File: src/rtl/pc_gen_ras_if.sv
// pc_gen_ras_if: groups the next-PC select, jump targets, return-address
// stack controls and the PC/RAS status outputs of pc_gen_ras.
//   master : the fetch/decode control side (drives selects and targets,
//            observes PC and RAS status)
//   slave  : the PC generator itself
// There is no valid/ready handshake on this bus: every input is sampled on
// each CLK rising edge where EN=1, and EN=0 is a full stall.
// Optional macro PC_ALIGN_CHECK_EN adds the Misaligned status signal.
interface pc_gen_ras_if #(
  parameter int WIDTH  = 32,
  parameter int RAS_AW = 2
);
  logic              EN;
  logic [2:0]        PC_Sel;
  logic [WIDTH-1:0]  PC_Branch;
  logic [WIDTH-1:0]  PC_JAL;
  logic [WIDTH-1:0]  JR;
  logic [WIDTH-1:0]  Link_Addr;
  logic              RAS_Push;
  logic              RAS_Pop;
  logic [WIDTH-1:0]  PC_IF;
  logic [WIDTH-1:0]  PC_4;
  logic [WIDTH-1:0]  RAS_Top;
  logic [RAS_AW:0]   RAS_Count;
  logic              Redirect;
  logic              RAS_Ovf;
  logic              RAS_Unf;
`ifdef PC_ALIGN_CHECK_EN
  logic              Misaligned;
`endif

  modport master (
    output EN, PC_Sel, PC_Branch, PC_JAL, JR, Link_Addr, RAS_Push, RAS_Pop,
    input  PC_IF, PC_4, RAS_Top, RAS_Count, Redirect, RAS_Ovf, RAS_Unf
`ifdef PC_ALIGN_CHECK_EN
    , input Misaligned
`endif
  );

  modport slave (
    input  EN, PC_Sel, PC_Branch, PC_JAL, JR, Link_Addr, RAS_Push, RAS_Pop,
    output PC_IF, PC_4, RAS_Top, RAS_Count, Redirect, RAS_Ovf, RAS_Unf
`ifdef PC_ALIGN_CHECK_EN
    , output Misaligned
`endif
  );
endinterface

File: src/rtl/pc_gen_ras.sv
// pc_gen_ras: next-PC generator for the MIPS150 fetch stage with a circular
// return-address stack (RAS) used to predict JR returns.
// Ports:
//   CLK  - clock, all state updates on the rising edge
//   RST  - asynchronous active-low reset
//   pc   - pc_gen_ras_if.slave: EN, PC_Sel, targets, RAS push/pop in;
//          PC_IF, PC_4, RAS_Top, RAS_Count, Redirect, RAS_Ovf, RAS_Unf out
// PC_Sel: 000 seq, 001 branch, 010 JR, 011 JAL, 100 RAS (JR if empty),
//         101 trap vector, 110/111 seq.
// Optional macro PC_ALIGN_CHECK_EN: adds registered pc.Misaligned, set when
// the PC being loaded has nonzero low two bits.
module pc_gen_ras #(
  parameter int               WIDTH        = 32,
  parameter logic [WIDTH-1:0] RESET_VECTOR = '0,
  parameter logic [WIDTH-1:0] TRAP_VECTOR  = 32'h0000_0180,
  parameter int               INC          = 4,
  parameter int               RAS_DEPTH    = 4,
  parameter int               RAS_AW       = 2
) (
  input  logic             CLK,
  input  logic             RST,
  pc_gen_ras_if.slave      pc
);

  localparam logic [RAS_AW:0] FULL = (RAS_AW+1)'(RAS_DEPTH);

  logic [WIDTH-1:0]  pc_q;
  logic [WIDTH-1:0]  ras_q [RAS_DEPTH];
  logic [RAS_AW-1:0] ptr_q;
  logic [RAS_AW:0]   cnt_q;
  logic              redirect_q;
  logic              ovf_q;
  logic              unf_q;
  logic [WIDTH-1:0]  pc_4;
  logic [WIDTH-1:0]  ras_top;
  logic [WIDTH-1:0]  next_pc;
  logic              non_seq;
  logic              empty;

  assign empty   = (cnt_q == '0);
  assign pc_4    = pc_q + WIDTH'(INC);
  assign ras_top = empty ? '0 : ras_q[ptr_q];

  // ras_top is the pre-pop value, so a return predicted in the same cycle
  // as its pop uses the entry being popped.
  always_comb begin
    next_pc = pc_4;
    non_seq = 1'b0;
    case (pc.PC_Sel)
      3'b001: begin next_pc = pc.PC_Branch;                  non_seq = 1'b1; end
      3'b010: begin next_pc = pc.JR;                         non_seq = 1'b1; end
      3'b011: begin next_pc = pc.PC_JAL;                     non_seq = 1'b1; end
      3'b100: begin next_pc = empty ? pc.JR : ras_top;       non_seq = 1'b1; end
      3'b101: begin next_pc = TRAP_VECTOR;                   non_seq = 1'b1; end
      default: begin next_pc = pc_4;                         non_seq = 1'b0; end
    endcase
  end

  always_ff @(posedge CLK or negedge RST) begin
    if (!RST) begin
      pc_q       <= RESET_VECTOR;
      ptr_q      <= '0;
      cnt_q      <= '0;
      redirect_q <= 1'b0;
      ovf_q      <= 1'b0;
      unf_q      <= 1'b0;
      for (int i = 0; i < RAS_DEPTH; i++) ras_q[i] <= '0;
    end else if (pc.EN) begin
      pc_q       <= next_pc;
      redirect_q <= non_seq;
      unf_q      <= pc.RAS_Pop && !pc.RAS_Push && empty;
      if (pc.RAS_Push && pc.RAS_Pop) begin
        // Replace the top in place; depth and pointer are unaffected.
        ras_q[ptr_q] <= pc.Link_Addr;
      end else if (pc.RAS_Push) begin
        // When full, advancing the pointer lands on the oldest entry.
        ptr_q        <= ptr_q + 1'b1;
        ras_q[ptr_q + 1'b1] <= pc.Link_Addr;
        if (cnt_q == FULL) ovf_q <= 1'b1;
        else               cnt_q <= cnt_q + 1'b1;
      end else if (pc.RAS_Pop && !empty) begin
        ptr_q <= ptr_q - 1'b1;
        cnt_q <= cnt_q - 1'b1;
      end
    end else begin
      redirect_q <= 1'b0;
      unf_q      <= 1'b0;
    end
  end

`ifdef PC_ALIGN_CHECK_EN
  logic misaligned_q;
  always_ff @(posedge CLK or negedge RST) begin
    if (!RST)        misaligned_q <= 1'b0;
    else if (pc.EN)  misaligned_q <= |next_pc[1:0];
  end
  assign pc.Misaligned = misaligned_q;
`endif

  assign pc.PC_IF     = pc_q;
  assign pc.PC_4      = pc_4;
  assign pc.RAS_Top   = ras_top;
  assign pc.RAS_Count = cnt_q;
  assign pc.Redirect  = redirect_q;
  assign pc.RAS_Ovf   = ovf_q;
  assign pc.RAS_Unf   = unf_q;

endmodule

File: src/flat_wrapper.sv
// flat-port wrapper written by rule: the top's interface ports become plain ports
module pc_gen_ras_flat 
#(
  parameter int               WIDTH        = 32,
  parameter logic [WIDTH-1:0] RESET_VECTOR = '0,
  parameter logic [WIDTH-1:0] TRAP_VECTOR  = 32'h0000_0180,
  parameter int               INC          = 4,
  parameter int               RAS_DEPTH    = 4,
  parameter int               RAS_AW       = 2
)
  (CLK, RST, pc_EN, pc_PC_Sel, pc_PC_Branch, pc_PC_JAL, pc_JR, pc_Link_Addr, pc_RAS_Push, pc_RAS_Pop, pc_PC_IF, pc_PC_4, pc_RAS_Top, pc_RAS_Count, pc_Redirect, pc_RAS_Ovf, pc_RAS_Unf);
  pc_gen_ras_if #(.WIDTH(WIDTH), .RAS_AW(RAS_AW)) pc_i ();
  input  logic CLK;
  input  logic RST;
  input wire logic [$bits(pc_i.EN)-1:0] pc_EN;
  input wire logic [$bits(pc_i.PC_Sel)-1:0] pc_PC_Sel;
  input wire logic [$bits(pc_i.PC_Branch)-1:0] pc_PC_Branch;
  input wire logic [$bits(pc_i.PC_JAL)-1:0] pc_PC_JAL;
  input wire logic [$bits(pc_i.JR)-1:0] pc_JR;
  input wire logic [$bits(pc_i.Link_Addr)-1:0] pc_Link_Addr;
  input wire logic [$bits(pc_i.RAS_Push)-1:0] pc_RAS_Push;
  input wire logic [$bits(pc_i.RAS_Pop)-1:0] pc_RAS_Pop;
  output wire logic [$bits(pc_i.PC_IF)-1:0] pc_PC_IF;
  output wire logic [$bits(pc_i.PC_4)-1:0] pc_PC_4;
  output wire logic [$bits(pc_i.RAS_Top)-1:0] pc_RAS_Top;
  output wire logic [$bits(pc_i.RAS_Count)-1:0] pc_RAS_Count;
  output wire logic [$bits(pc_i.Redirect)-1:0] pc_Redirect;
  output wire logic [$bits(pc_i.RAS_Ovf)-1:0] pc_RAS_Ovf;
  output wire logic [$bits(pc_i.RAS_Unf)-1:0] pc_RAS_Unf;
  assign pc_i.EN = pc_EN;
  assign pc_i.PC_Sel = pc_PC_Sel;
  assign pc_i.PC_Branch = pc_PC_Branch;
  assign pc_i.PC_JAL = pc_PC_JAL;
  assign pc_i.JR = pc_JR;
  assign pc_i.Link_Addr = pc_Link_Addr;
  assign pc_i.RAS_Push = pc_RAS_Push;
  assign pc_i.RAS_Pop = pc_RAS_Pop;
  assign pc_PC_IF = pc_i.PC_IF;
  assign pc_PC_4 = pc_i.PC_4;
  assign pc_RAS_Top = pc_i.RAS_Top;
  assign pc_RAS_Count = pc_i.RAS_Count;
  assign pc_Redirect = pc_i.Redirect;
  assign pc_RAS_Ovf = pc_i.RAS_Ovf;
  assign pc_RAS_Unf = pc_i.RAS_Unf;
  pc_gen_ras #(.WIDTH(WIDTH), .RESET_VECTOR(RESET_VECTOR), .TRAP_VECTOR(TRAP_VECTOR), .INC(INC), .RAS_DEPTH(RAS_DEPTH), .RAS_AW(RAS_AW)) u_core (.CLK(CLK), .RST(RST), .pc(pc_i));
endmodule
File: config.mk
export PLATFORM = sky130hd
export DESIGN_NAME = pc_gen_ras_flat
export DESIGN_NICKNAME = d
export VERILOG_FILES = /design/src/rtl/pc_gen_ras_if.sv /design/src/rtl/pc_gen_ras.sv /design/src/flat_wrapper.sv
export SDC_FILE = /design/constraint.sdc
export NUM_CORES = 1
export LEC_CHECK = 0
export BUFFER_PORTS_ARGS = -buffer_cell sky130_fd_sc_hd__buf_4
export CORE_MARGIN = 2
export CORE_UTILIZATION = 40
export DETAILED_ROUTE_END_ITERATION = 8
export MAX_ROUTING_LAYER = met4
export PLACE_DENSITY = 0.66
export SYNTH_ARGS = -nofsm -noshare
export SYNTH_HDL_FRONTEND = slang
export SYNTH_SLANG_ARGS = --single-unit
File: constraint.sdc
create_clock -name CLK -period 7.15 [get_ports CLK]
set_clock_uncertainty 0.05 [all_clocks]
set_input_delay 0.3575 -clock CLK [delete_from_list [all_inputs] [get_ports CLK]]
set_output_delay 0.3575 -clock CLK [all_outputs]
set_load 0.1 [all_outputs]
==> results of run 1 <==
==> cell usage after synthesis, types with 4 or more instances <==
cell,number,area [sq um]
sky130_fd_sc_hd__mux2_2,150,1689
sky130_fd_sc_hd__o21ai_0,34,170.2
sky130_fd_sc_hd__a22oi_1,8,60.06
sky130_fd_sc_hd__nand4_1,8,50.05
sky130_fd_sc_hd__xor2_1,12,105.1
sky130_fd_sc_hd__mux2i_1,15,150.1
sky130_fd_sc_hd__nor3_1,15,75.07
sky130_fd_sc_hd__o221a_2,5,56.30
sky130_fd_sc_hd__xnor2_1,20,175.2
sky130_fd_sc_hd__nand3_1,20,100.1
sky130_fd_sc_hd__nor2_1,33,123.9
sky130_fd_sc_hd__and3_1,8,50.05
sky130_fd_sc_hd__o211ai_1,8,60.06
sky130_fd_sc_hd__buf_1,6,22.52
sky130_fd_sc_hd__clkbuf_1,45,168.9
sky130_fd_sc_hd__a21oi_1,62,310.3
sky130_fd_sc_hd__ha_1,7,87.58
sky130_fd_sc_hd__a21boi_0,5,37.54
sky130_fd_sc_hd__nand3b_1,4,30.03
sky130_fd_sc_hd__nor4_1,5,31.28
sky130_fd_sc_hd__and2_1,35,219.0
sky130_fd_sc_hd__buf_2,11,55.05
sky130_fd_sc_hd__mux4_2,32,720.7
sky130_fd_sc_hd__o22ai_1,21,131.4
sky130_fd_sc_hd__a221oi_1,7,61.31
sky130_fd_sc_hd__dfrtp_1,168,4204
sky130_fd_sc_hd__nand2_1,41,153.9
sky130_fd_sc_hd__inv_1,32,120.1
==> logic make-up after synthesis <==
kind of cell,count (synthesis)
compound gates,177
xor+xnor,32
fa+ha+maj,8
buf+inv,98
flops,168
mux,197
simple gates,187
==> per-stage QoR <==
stage	setup WS, ns	cells	hold slack [ns]	utilization [%]	cell area [sq um]
CTS	3.897	1395	0.1220	51.90	12260
global placement	4.054	1362	0.3934	49.31	11640
floorplan	2.831	867	0.01191	-	9667
global route	3.711	1396	0.1163	51.91	12260
detailed placement	4.026	1362	0.4038	49.31	11640
finish	3.909	1396	0.1403	51.91	12260
==> layer usage <==
| metal | vias up | share of wire, % |
|---|---|---|
| met3 | 35 | 6.8 |
| met4 | 0 | 1.9 |
| met5 | - | 0 |
| met1 | 3944 | 43 |
| li1 | 3577 | - |
| met2 | 298 | 49 |
==> final cells by class <==
| cell class | instances | area (sq um) |
|---|---|---|
| Timing Repair Buffer | 243 | 1831 |
| Tap cell | 319 | 399.1 |
| Fill cell | 2147 | 11350 |
| Clock inverter | 14 | 173.9 |
| Inverter | 32 | 120.1 |
| Multi-Input combinational cell | 601 | 5097 |
| Sequential cell | 168 | 4205 |
| Antenna cell | 1 | 2.502 |
| Clock buffer | 18 | 429.2 |
==> worst max path at each step <==
| stage | start | end | slack, ns | cells past startpoint |
|---|---|---|---|---|
| 6_report | u_core.pc.PC_IF[2] | pc_PC_4[24] | 3.91 | 7 |
| 5_1_grt | u_core.pc.PC_IF[3] | pc_PC_4[24] | 3.71 | 7 |
| 4_1_cts | u_core.pc.PC_IF[3] | pc_PC_4[24] | 3.90 | 7 |
| 3_5_place_dp | pc_PC_Sel[0] | u_core.pc.PC_IF[30] | 4.03 | 8 |
| 3_3_place_gp | pc_PC_Sel[0] | u_core.pc.PC_IF[30] | 4.05 | 8 |
| 2_1_floorplan | u_core.pc.PC_IF[7] | pc_PC_4[21] | 2.83 | 7 |
==> critical path: stages, from the launching register on <==
cell	delay [ns]
sky130_fd_sc_hd__dfrtp_1	0.45
sky130_fd_sc_hd__ha_1	0.26
sky130_fd_sc_hd__nand4_1	0.18
sky130_fd_sc_hd__nor3_2	0.33
sky130_fd_sc_hd__nand2_1	0.24
sky130_fd_sc_hd__nor3_1	0.42
sky130_fd_sc_hd__xor2_1	0.20
sky130_fd_sc_hd__buf_4	0.32
==> layout by cell type, fill, tap and decap left out, types with 3 or more instances in the layout <==
cell and instances:
sky130_fd_sc_hd__and2_1 35, sky130_fd_sc_hd__ha_1 7, sky130_fd_sc_hd__nand2_1 41, sky130_fd_sc_hd__inv_8 6, sky130_fd_sc_hd__o221a_2 5, sky130_fd_sc_hd__nand3b_1 4, sky130_fd_sc_hd__and3_1 8, sky130_fd_sc_hd__a221oi_1 7
sky130_fd_sc_hd__nor4_1 5, sky130_fd_sc_hd__a21oi_1 62, sky130_fd_sc_hd__a211oi_1 3, sky130_fd_sc_hd__o21ai_0 34, sky130_fd_sc_hd__nand2b_1 3, sky130_fd_sc_hd__o22ai_1 21, sky130_fd_sc_hd__nand4_1 8, sky130_fd_sc_hd__mux4_2 32
sky130_fd_sc_hd__inv_1 32, sky130_fd_sc_hd__nor2_1 29, sky130_fd_sc_hd__nor2_4 4, sky130_fd_sc_hd__nand3_1 20, sky130_fd_sc_hd__a22oi_1 8, sky130_fd_sc_hd__mux2_2 150, sky130_fd_sc_hd__o211ai_1 8, sky130_fd_sc_hd__inv_6 3
sky130_fd_sc_hd__dfrtp_1 167, sky130_fd_sc_hd__xnor2_1 20, sky130_fd_sc_hd__a21boi_0 5, sky130_fd_sc_hd__a21o_1 3, sky130_fd_sc_hd__buf_4 241, sky130_fd_sc_hd__a211o_1 3, sky130_fd_sc_hd__mux2i_1 15, sky130_fd_sc_hd__xor2_1 12
sky130_fd_sc_hd__nor3_2 3, sky130_fd_sc_hd__nor3_1 14, sky130_fd_sc_hd__clkbuf_16 17
==> what timing repair did <==
action	CTS	global route
hold buffers	1	0
setup endpoints to repair	0	0
hold endpoints to repair	69	0
==> registers in the layout, indices dropped and copies added, names as in the netlist <==
signal / flops
u_core.ptr_q: 2
u_core.pc.RAS_Ovf: 1
u_core.pc.Redirect: 1
u_core.pc.RAS_Count: 3
u_core.pc.RAS_Unf: 1
u_core.ras_q: 128
u_core.pc.PC_IF: 32
==> impl_metrics.ini, run 1 <==
[clock_tree]
htreeDepth = 4
cts.repair_timing.setup_buffer_count = 0
numCtsBuffers = 17
clock_latency_on_the_worst_skew_pair_ns = 0.42
path_clk_slew_ns = 0.07
cts_tree = done
clockBufferDepth = 2
post_cts_resize_count = 0
cts_root_buffer = sky130_fd_sc_hd__clkbuf_16
numClockSinks = 168

[sta]
finalSetupViolations = 0
final_period_minus_worst_setup_slack_ns = 3.241
fmax_mhz = 308.5
slew_margin_rel_pct = 13.87
setup_tns_ns = 0
report.final.slew_viol_count = 0
setup_repair_after_global_routing_missed_its_margin = no
tightest_slew_ns = 1.289
final.period_utilization_pct = 45.33
timing.final.hold_violations = 0

[placement]
dp_hpwl_mm = 21.18
finalWeightedCongestion = 0.9093
placement.io_buffers = 237

[synthesis]
synthAdderAreaFrac_pct = 1.113
synth_cell_types = 60
async_reset_ff_share_pct = 100.0
yosys-mux-area-fraction_pct = 26.48
synth_sequential_area_ratio_pct = 43.49
avg_synthesized_cell_area_sq_um = 11.15
synthesis.yosys.warnings = 0
yosys.area_share.simple_pct = 10.28
cell_count_after_synthesis = 867
post_synthesis_instance_area_sq_um = 9667
edff_count_synth = 0
synth_top_family_by_area = multiplexers
synth_compound_area_share_pct = 11.60
synth_ff_type = sky130_fd_sc_hd__dfrtp_1
synthesis.nets = 1011
post_synth_xor_area_fraction_pct = 2.899
synth.ff_latch_count = 168

[global_routing]
grt_start_max_net_pins = 86
groute.usage.overall_pct = 24.02
first_global_vias = 7993
first_pass_grt_wire_length_mm = 46.28
overflow_left_after_global_routing = 0
top_usage_layer = met2
grtUsageMet1_pct = 30.84
met3_track_demand_over_resource_in_global_routing_pct = 5.600
antenna_found_initial = 1
gr-usage-met2_pct = 38.28

[cells_and_area]
finish.net_count = 1207
syn_to_final_growth_pct = 26.81
share_of_cells_above_drive_strength_1_pct = 44.14

[critical_path]
number_of_cells_on_the_worst_reg_to_reg_path = 5
reg2reg_setup_slack_ns = 4.34
worst_r2r_startpoint = u_core.ptr_q[0]
critical_path_required_ns = 6.74
timing.critical_path.to_type = output pin
highest_net_fanout_along_the_worst_path = 6
worst_setup_path_start_kind = flop
arrival_ns = 2.83
reg2reg_to = u_core.ras_q[78]
type_of_the_worst_setup_path = reg -> out

[routing]
routedWlPerCell_um = 21.26
total_via_count_after_detailed_routing = 7854
drt_pass1_iterations = 5
postRouteAntennaNets = 0
drt_iter0_markers = 557
drc = 0
vias_per_cell = 5.626
post_detailed_routing_wire_length_mm = 29.67

[floorplanning]
chipWidth_um = 159.5
floorplan.core_area_sq_um = 23610
chipHeight_um = 159.5
initial_utilization_pct = 40.94
row_count = 56
floorplan.die_area_sq_um = 25430
i_o_pins = 238

[hold_path]
hold-path-endpoint = u_core.ras_q[111]
holdPathStages = 2
min-delay-path-class = in -> reg
holdCritStartpoint = pc_Link_Addr[15]

[outcome]
run_status = completed

[flow_run]
maxCapViolations = 0
Power of run 1 is left out: the tool's default activity adds up to more than one toggle a clock period on the data nets, which glitch-free logic cannot reach.
==> run 2: changes to the inputs <==
==> constraint.sdc (replaced) <==
create_clock -name CLK -period 3.1 [get_ports CLK]
set_clock_uncertainty 0.05 [all_clocks]
set_input_delay 0.155 -clock CLK [delete_from_list [all_inputs] [get_ports CLK]]
set_output_delay 0.155 -clock CLK [all_outputs]
set_load 0.1 [all_outputs]
==> run 2 against run 1 <==
Global-route usage up 0.57 points. Wire length up 2.6%. Count of clock-buffer cells in the layout down 1. Core utilization up 3.7 points. Flip-flop and latch count unchanged. First-iteration DRC count up 5.4%. Largest cell class unchanged. Cell area up 7.0%. Highest routed layer unchanged. Hold slack worse by 0.078 ns. Via count up 3.4%. Die area unchanged. Final cell count up 4.0%.
==> impl_metrics.ini, run 2 (same netlist as run 1, synthesis figures left out) <==
[outcome]
run_status = completed

[cells_and_area]
layout.cells.most_common_list = 259 x sky130_fd_sc_hd__buf_4, 158 x sky130_fd_sc_hd__dfrtp_1, 150 x sky130_fd_sc_hd__mux2_2
share_of_cells_above_drive_strength_1_pct = 46.82
regMostFlops = u_core.ras_q
final_core_utilization_pct = 55.56
layout.cells.most_common = sky130_fd_sc_hd__buf_4
post_layout_nonfiller_instances = 1452
syn_to_final_growth_pct = 35.72
finish.net_count = 1263
final_design_area_no_fill_sq_um = 13120
largest_register_ff_count = 128

[pwr]
combPwrFrac_pct = 62.0
power_frac_clock_pct = 14.0
irDropWorstVdd_mv = 0.7365
final_total_power_mw = 16.16
switching_power_mw = 8.734
power.share.sequential_pct = 24.0
static-leakage-power_nw = 5.731
power-per-cell-area_nw_per_um2 = 1232
internal_power_mw = 7.427
power.share.switching_pct = 54.04

[routing]
total_via_count_after_detailed_routing = 8121
drc = 0
drt_pass1_iterations = 5
post_detailed_routing_wire_length_mm = 30.46
vias_per_cell = 5.593
postRouteAntennaNets = 0
routedWlPerCell_um = 20.98
drt_iter0_markers = 587

[global_routing]
met3_track_demand_over_resource_in_global_routing_pct = 3.959
grtUsageMet1_pct = 31.98
overflow_left_after_global_routing = 0
top_usage_layer = met2
grt_start_max_net_pins = 71
first_pass_grt_wire_length_mm = 47.27
gr-usage-met2_pct = 40.16
groute.usage.overall_pct = 24.58
first_global_vias = 7997
antenna_found_initial = 1

[sta]
setup_tns_ns = 0
slew_margin_rel_pct = 25.22
finalSetupViolations = 0
setup_repair_after_global_routing_missed_its_margin = yes
whs_ns = 0.06234
fmax_mhz = 333.5
timing.final.hold_violations = 0
report.final.slew_viol_count = 0
final_period_minus_worst_setup_slack_ns = 2.999
final.period_utilization_pct = 96.73
tightest_slew_ns = 1.119
setup_slack_ns = 0.1012

[placement]
dp_hpwl_mm = 22.63
dpl_worst_slack_ns = 0.5609
dp.cells = 1382
finalWeightedCongestion = 0.9166
placed_cell_area_sq_um = 12100
placement.io_buffers = 237

[critical_path]
cp_slowest_stage_delay_ns = 0.43
critical_path_buf_inv_count = 2
worst_setup_path_start_kind = flop
cp_slowest_cell = sky130_fd_sc_hd__dfrtp_2
timing.critical_path.to_type = output pin
highest_net_fanout_along_the_worst_path = 6
cell_type_group_with_the_largest_total_delay_on_the_critical_path = simple AND/OR/NAND/NOR gates
critical_path_required_ns = 2.89
critical_path_s_most_frequent_cell = sky130_fd_sc_hd__buf_4
type_of_the_worst_setup_path = reg -> out
crit_path_cell_trace = ha_1, nand4_1, nor3_2, nand2_1, nor3_1, buf_4, xor2_4, buf_4
arrival_ns = 2.79

[floorplanning]
row_count = 56
initial_utilization_pct = 40.94
chipWidth_um = 159.5
floorplan.die_area_sq_um = 25430
floorplan.core_area_sq_um = 23610
i_o_pins = 238
chipHeight_um = 159.5

[clock_tree]
cts_tree = done
htreeDepth = 4
numCtsBuffers = 17
cts.repair_timing.setup_buffer_count = 0
clockBufferDepth = 2
clock_latency_on_the_worst_skew_pair_ns = 0.43
path_clk_slew_ns = 0.08
cts_root_buffer = sky130_fd_sc_hd__clkbuf_16
numClockSinks = 168

[hold_path]
min-delay-path-class = in -> reg

[flow_run]
maxCapViolations = 0
[run 2: changes by cell type in the layout (fill, tap and decap cells not counted), sizes merged]
cell	change
bufinv	+1
clkinv	-1
inv	-2
clkbuf	-1
clkinvlp	+3
dlygate4sd3	+36
buf	+20
[run 2: what timing repair did]
item	4_1_cts	5_1_grt
hold buffers	37	0
hold endpoints to repair	199	0
resized for setup	0	2
endpoints found under the setup margin	0	3
[run 2: path summary, 6_finish.rpt]
check / startpoint / end / slack, ns / cells past startpoint
setup / recovery: u_core.pc.PC_IF[3] / pc_PC_4[24] / 0.10 / 8
hold / removal: pc_JR[23] / u_core.pc.PC_IF[23] / 0.06 / 3
setup reg to reg: u_core.ptr_q[1] / u_core.ras_q[19] / 0.68 / 5
hold reg to reg: u_core.pc.RAS_Ovf / u_core.pc.RAS_Ovf / 0.44 / 1
max in group asynchronous: RST / u_core.ras_q[56] / 1.92 / 3
min in group asynchronous: RST / u_core.pc.Redirect / 0.25 / 2
[run 2: power by group through the flow]
stage / clock network [mW] / logic (mW) / registers, mW
floorplan: 0 / 7.02 / 4.46
global placement: 0 / 9.91 / 3.87
detailed placement: 0 / 9.99 / 3.91
CTS: 2.31 / 10.0 / 3.87
global route: 2.39 / 10.4 / 4.00
finish: 2.26 / 10.0 / 3.88
[run 2: area by class of cell]
type | instances | area [sq um]
clock inverter | 15 | 207.7
inverter | 32 | 120.1
timing repair buffer | 299 | 2366
sequential | 168 | 4217
clock buffer | 17 | 425.4
antenna | 1 | 2.502
fill | 2047 | 10490
multi-input combinational | 601 | 5383
tap | 319 | 399.1
[run 2: per-layer routing]
metal  vias up  part of all wire [%]
met3        34                   5.8
met4         0                   1.9
li1       3677                     -
met2       311                    49
met5         -                     0
met1      4099                    43
[run 2: worst min-delay path, stage by stage]
cell                       delay [ns]
sky130_fd_sc_hd__buf_4           0.09
sky130_fd_sc_hd__a221oi_1        0.08
sky130_fd_sc_hd__a221oi_2        0.16
Power figures use the tool's default switching activity.
==> run 3: changes to the inputs <==
==> constraint.sdc (replaced) <==
create_clock -name CLK -period 3.1 [get_ports CLK]
set_clock_uncertainty 0.05 [all_clocks]
set_input_delay 0.465 -clock CLK [delete_from_list [all_inputs] [get_ports CLK]]
set_output_delay 0.465 -clock CLK [all_outputs]
set_load 0.1 [all_outputs]
==> run 3 against run 2 <==
Cell area decreased by 1.7%. Hold slack improved by 0.19 ns. Register-to-register slack got worse by 0.11 ns. Non-clock buffer count decreased by 33. Flip-flop and latch count unchanged. Via count decreased by 3.9%. Critical path type unchanged. Critical endpoint is now pc_PC_4[25]. Highest routed layer unchanged.
==> impl_metrics.ini, run 3 (same netlist as run 1, synthesis figures left out) <==
[hold_path]
min-delay-path-class = in -> reg

[routing]
total_via_count_after_detailed_routing = 7807
drt_iter0_markers = 579
postRouteAntennaNets = 0
vias_per_cell = 5.502
drt_pass1_iterations = 5
post_detailed_routing_wire_length_mm = 30.08
routedWlPerCell_um = 21.20
drc = 0

[outcome]
run_status = completed

[sta]
whs_ns = 0.2496
slew_margin_rel_pct = 24.21
setup_repair_after_global_routing_missed_its_margin = yes
timing.final.hold_violations = 0
fmax_mhz = 326.1
tightest_slew_ns = 1.134
final.period_utilization_pct = 98.93
finalSetupViolations = 0
final_period_minus_worst_setup_slack_ns = 3.067
report.final.slew_viol_count = 0

[floorplanning]
floorplan.core_area_sq_um = 23610
row_count = 56
floorplan.die_area_sq_um = 25430
initial_utilization_pct = 40.94
i_o_pins = 238
chipHeight_um = 159.5
chipWidth_um = 159.5

[critical_path]
type_of_the_worst_setup_path = reg -> out
highest_net_fanout_along_the_worst_path = 7
arrival_ns = 2.55
worst_setup_path_start_kind = flop
timing.critical_path.to_type = output pin
critical_path_required_ns = 2.58

[clock_tree]
clock_latency_on_the_worst_skew_pair_ns = 0.42
numClockSinks = 168
htreeDepth = 4
cts_root_buffer = sky130_fd_sc_hd__clkbuf_16
path_clk_slew_ns = 0.07
clockBufferDepth = 2
cts_tree = done
numCtsBuffers = 17

[cells_and_area]
syn_to_final_growth_pct = 33.39
share_of_cells_above_drive_strength_1_pct = 51.05
finish.net_count = 1230
final_core_utilization_pct = 54.61
layout.cells.most_common_list = 257 x sky130_fd_sc_hd__buf_4, 150 x sky130_fd_sc_hd__mux2_2, 143 x sky130_fd_sc_hd__dfrtp_1
seq_area_sq_um = 4250
final_design_area_no_fill_sq_um = 12890
layout.cells.most_common = sky130_fd_sc_hd__buf_4
multi_input_comb_area_sq_um = 5465
filler_cell_count = 2075
regMostFlops = u_core.ras_q
largest_register_ff_count = 128

[global_routing]
overflow_left_after_global_routing = 0
grt_start_max_net_pins = 96
groute.usage.overall_pct = 24.19
antenna_found_initial = 1
first_pass_grt_wire_length_mm = 46.57
first_global_vias = 7780

[placement]
finalWeightedCongestion = 0.9624
dp_hpwl_mm = 22.14
placed_cell_area_sq_um = 12160
placement.io_buffers = 237

[flow_run]
maxCapViolations = 0
-- run 3: cell types whose count changed in the layout (fill, tap and decap cells not counted), moves of 3 or more --
cell                            before  now
sky130_fd_sc_hd__dfrtp_2            10   19
sky130_fd_sc_hd__xnor2_1             5    2
sky130_fd_sc_hd__dlygate4sd3_1      37    1
sky130_fd_sc_hd__inv_6               1    4
sky130_fd_sc_hd__xnor2_2            10   13
sky130_fd_sc_hd__dfrtp_4             0    6
sky130_fd_sc_hd__buf_6               1    5
sky130_fd_sc_hd__nor2_2              0    4
sky130_fd_sc_hd__inv_8               6    3
sky130_fd_sc_hd__dfrtp_1           158  143
sky130_fd_sc_hd__nor2_1             29   26
-- run 3: worst max-delay path: stages (launching register included) --
cell and delay, ns:
sky130_fd_sc_hd__dfrtp_2 0.46, sky130_fd_sc_hd__nand3_1 0.16, sky130_fd_sc_hd__or2_2 0.39, sky130_fd_sc_hd__nor3_1 0.38
sky130_fd_sc_hd__nand3_2 0.25, sky130_fd_sc_hd__xnor2_4 0.18, sky130_fd_sc_hd__buf_4 0.31
-- run 3: timing repair --
item,CTS,global route
hold endpoints to repair,26,0
gates resized for setup,6,14
buffers inserted,0,3
setup endpoints to repair,3,10
pin swaps,0,7
hold buffers,1,0
-- run 3: path summary, 6_finish.rpt --
check	depth (start not counted)	from	slack (ns)	end
max	6	u_core.pc.PC_IF[5]	0.03	pc_PC_4[25]
min	2	pc_Link_Addr[11]	0.25	u_core.ras_q[75]
max reg2reg	4	u_core.pc.RAS_Count[1]	0.57	u_core.pc.RAS_Count[1]
min reg2reg	1	u_core.pc.RAS_Ovf	0.41	u_core.pc.RAS_Ovf
max in group asynchronous	3	RST	1.75	u_core.ras_q[40]
min in group asynchronous	2	RST	0.43	u_core.pc.PC_IF[26]
-- run 3: per-layer routing --
layer	up-vias	track usage [%]	routed length, um
li1	3607	-	-
met1	3924	32.42	13320
met2	254	38.85	14650
met3	22	4.011	1691
met4	0	5.372	415
met5	-	-	0
-- run 3: cell type report --
cell class                 instances  area share (%)
antenna                            1         0.01941
clock buffer                      18           3.328
clock inverter                    14           1.417
inverter                          32          0.9315
multi-input combinational        601           42.38
sequential                       168           32.96
tap                              319           3.095
timing repair buffer             266           15.86
-- run 3: metrics by stage --
step / worst slack (ns) / cells / setup TNS [ns]
finish: 0.03317 / 1419 / 0
global placement: 0.4234 / 1382 / 0
global route: -0.03769 / 1419 / -0.04856
CTS: 0.01325 / 1415 / 0
detailed placement: 0.3747 / 1382 / 0
floorplan: -0.03120 / 867 / -0.03120
Power of run 3 is left out for the same reason.
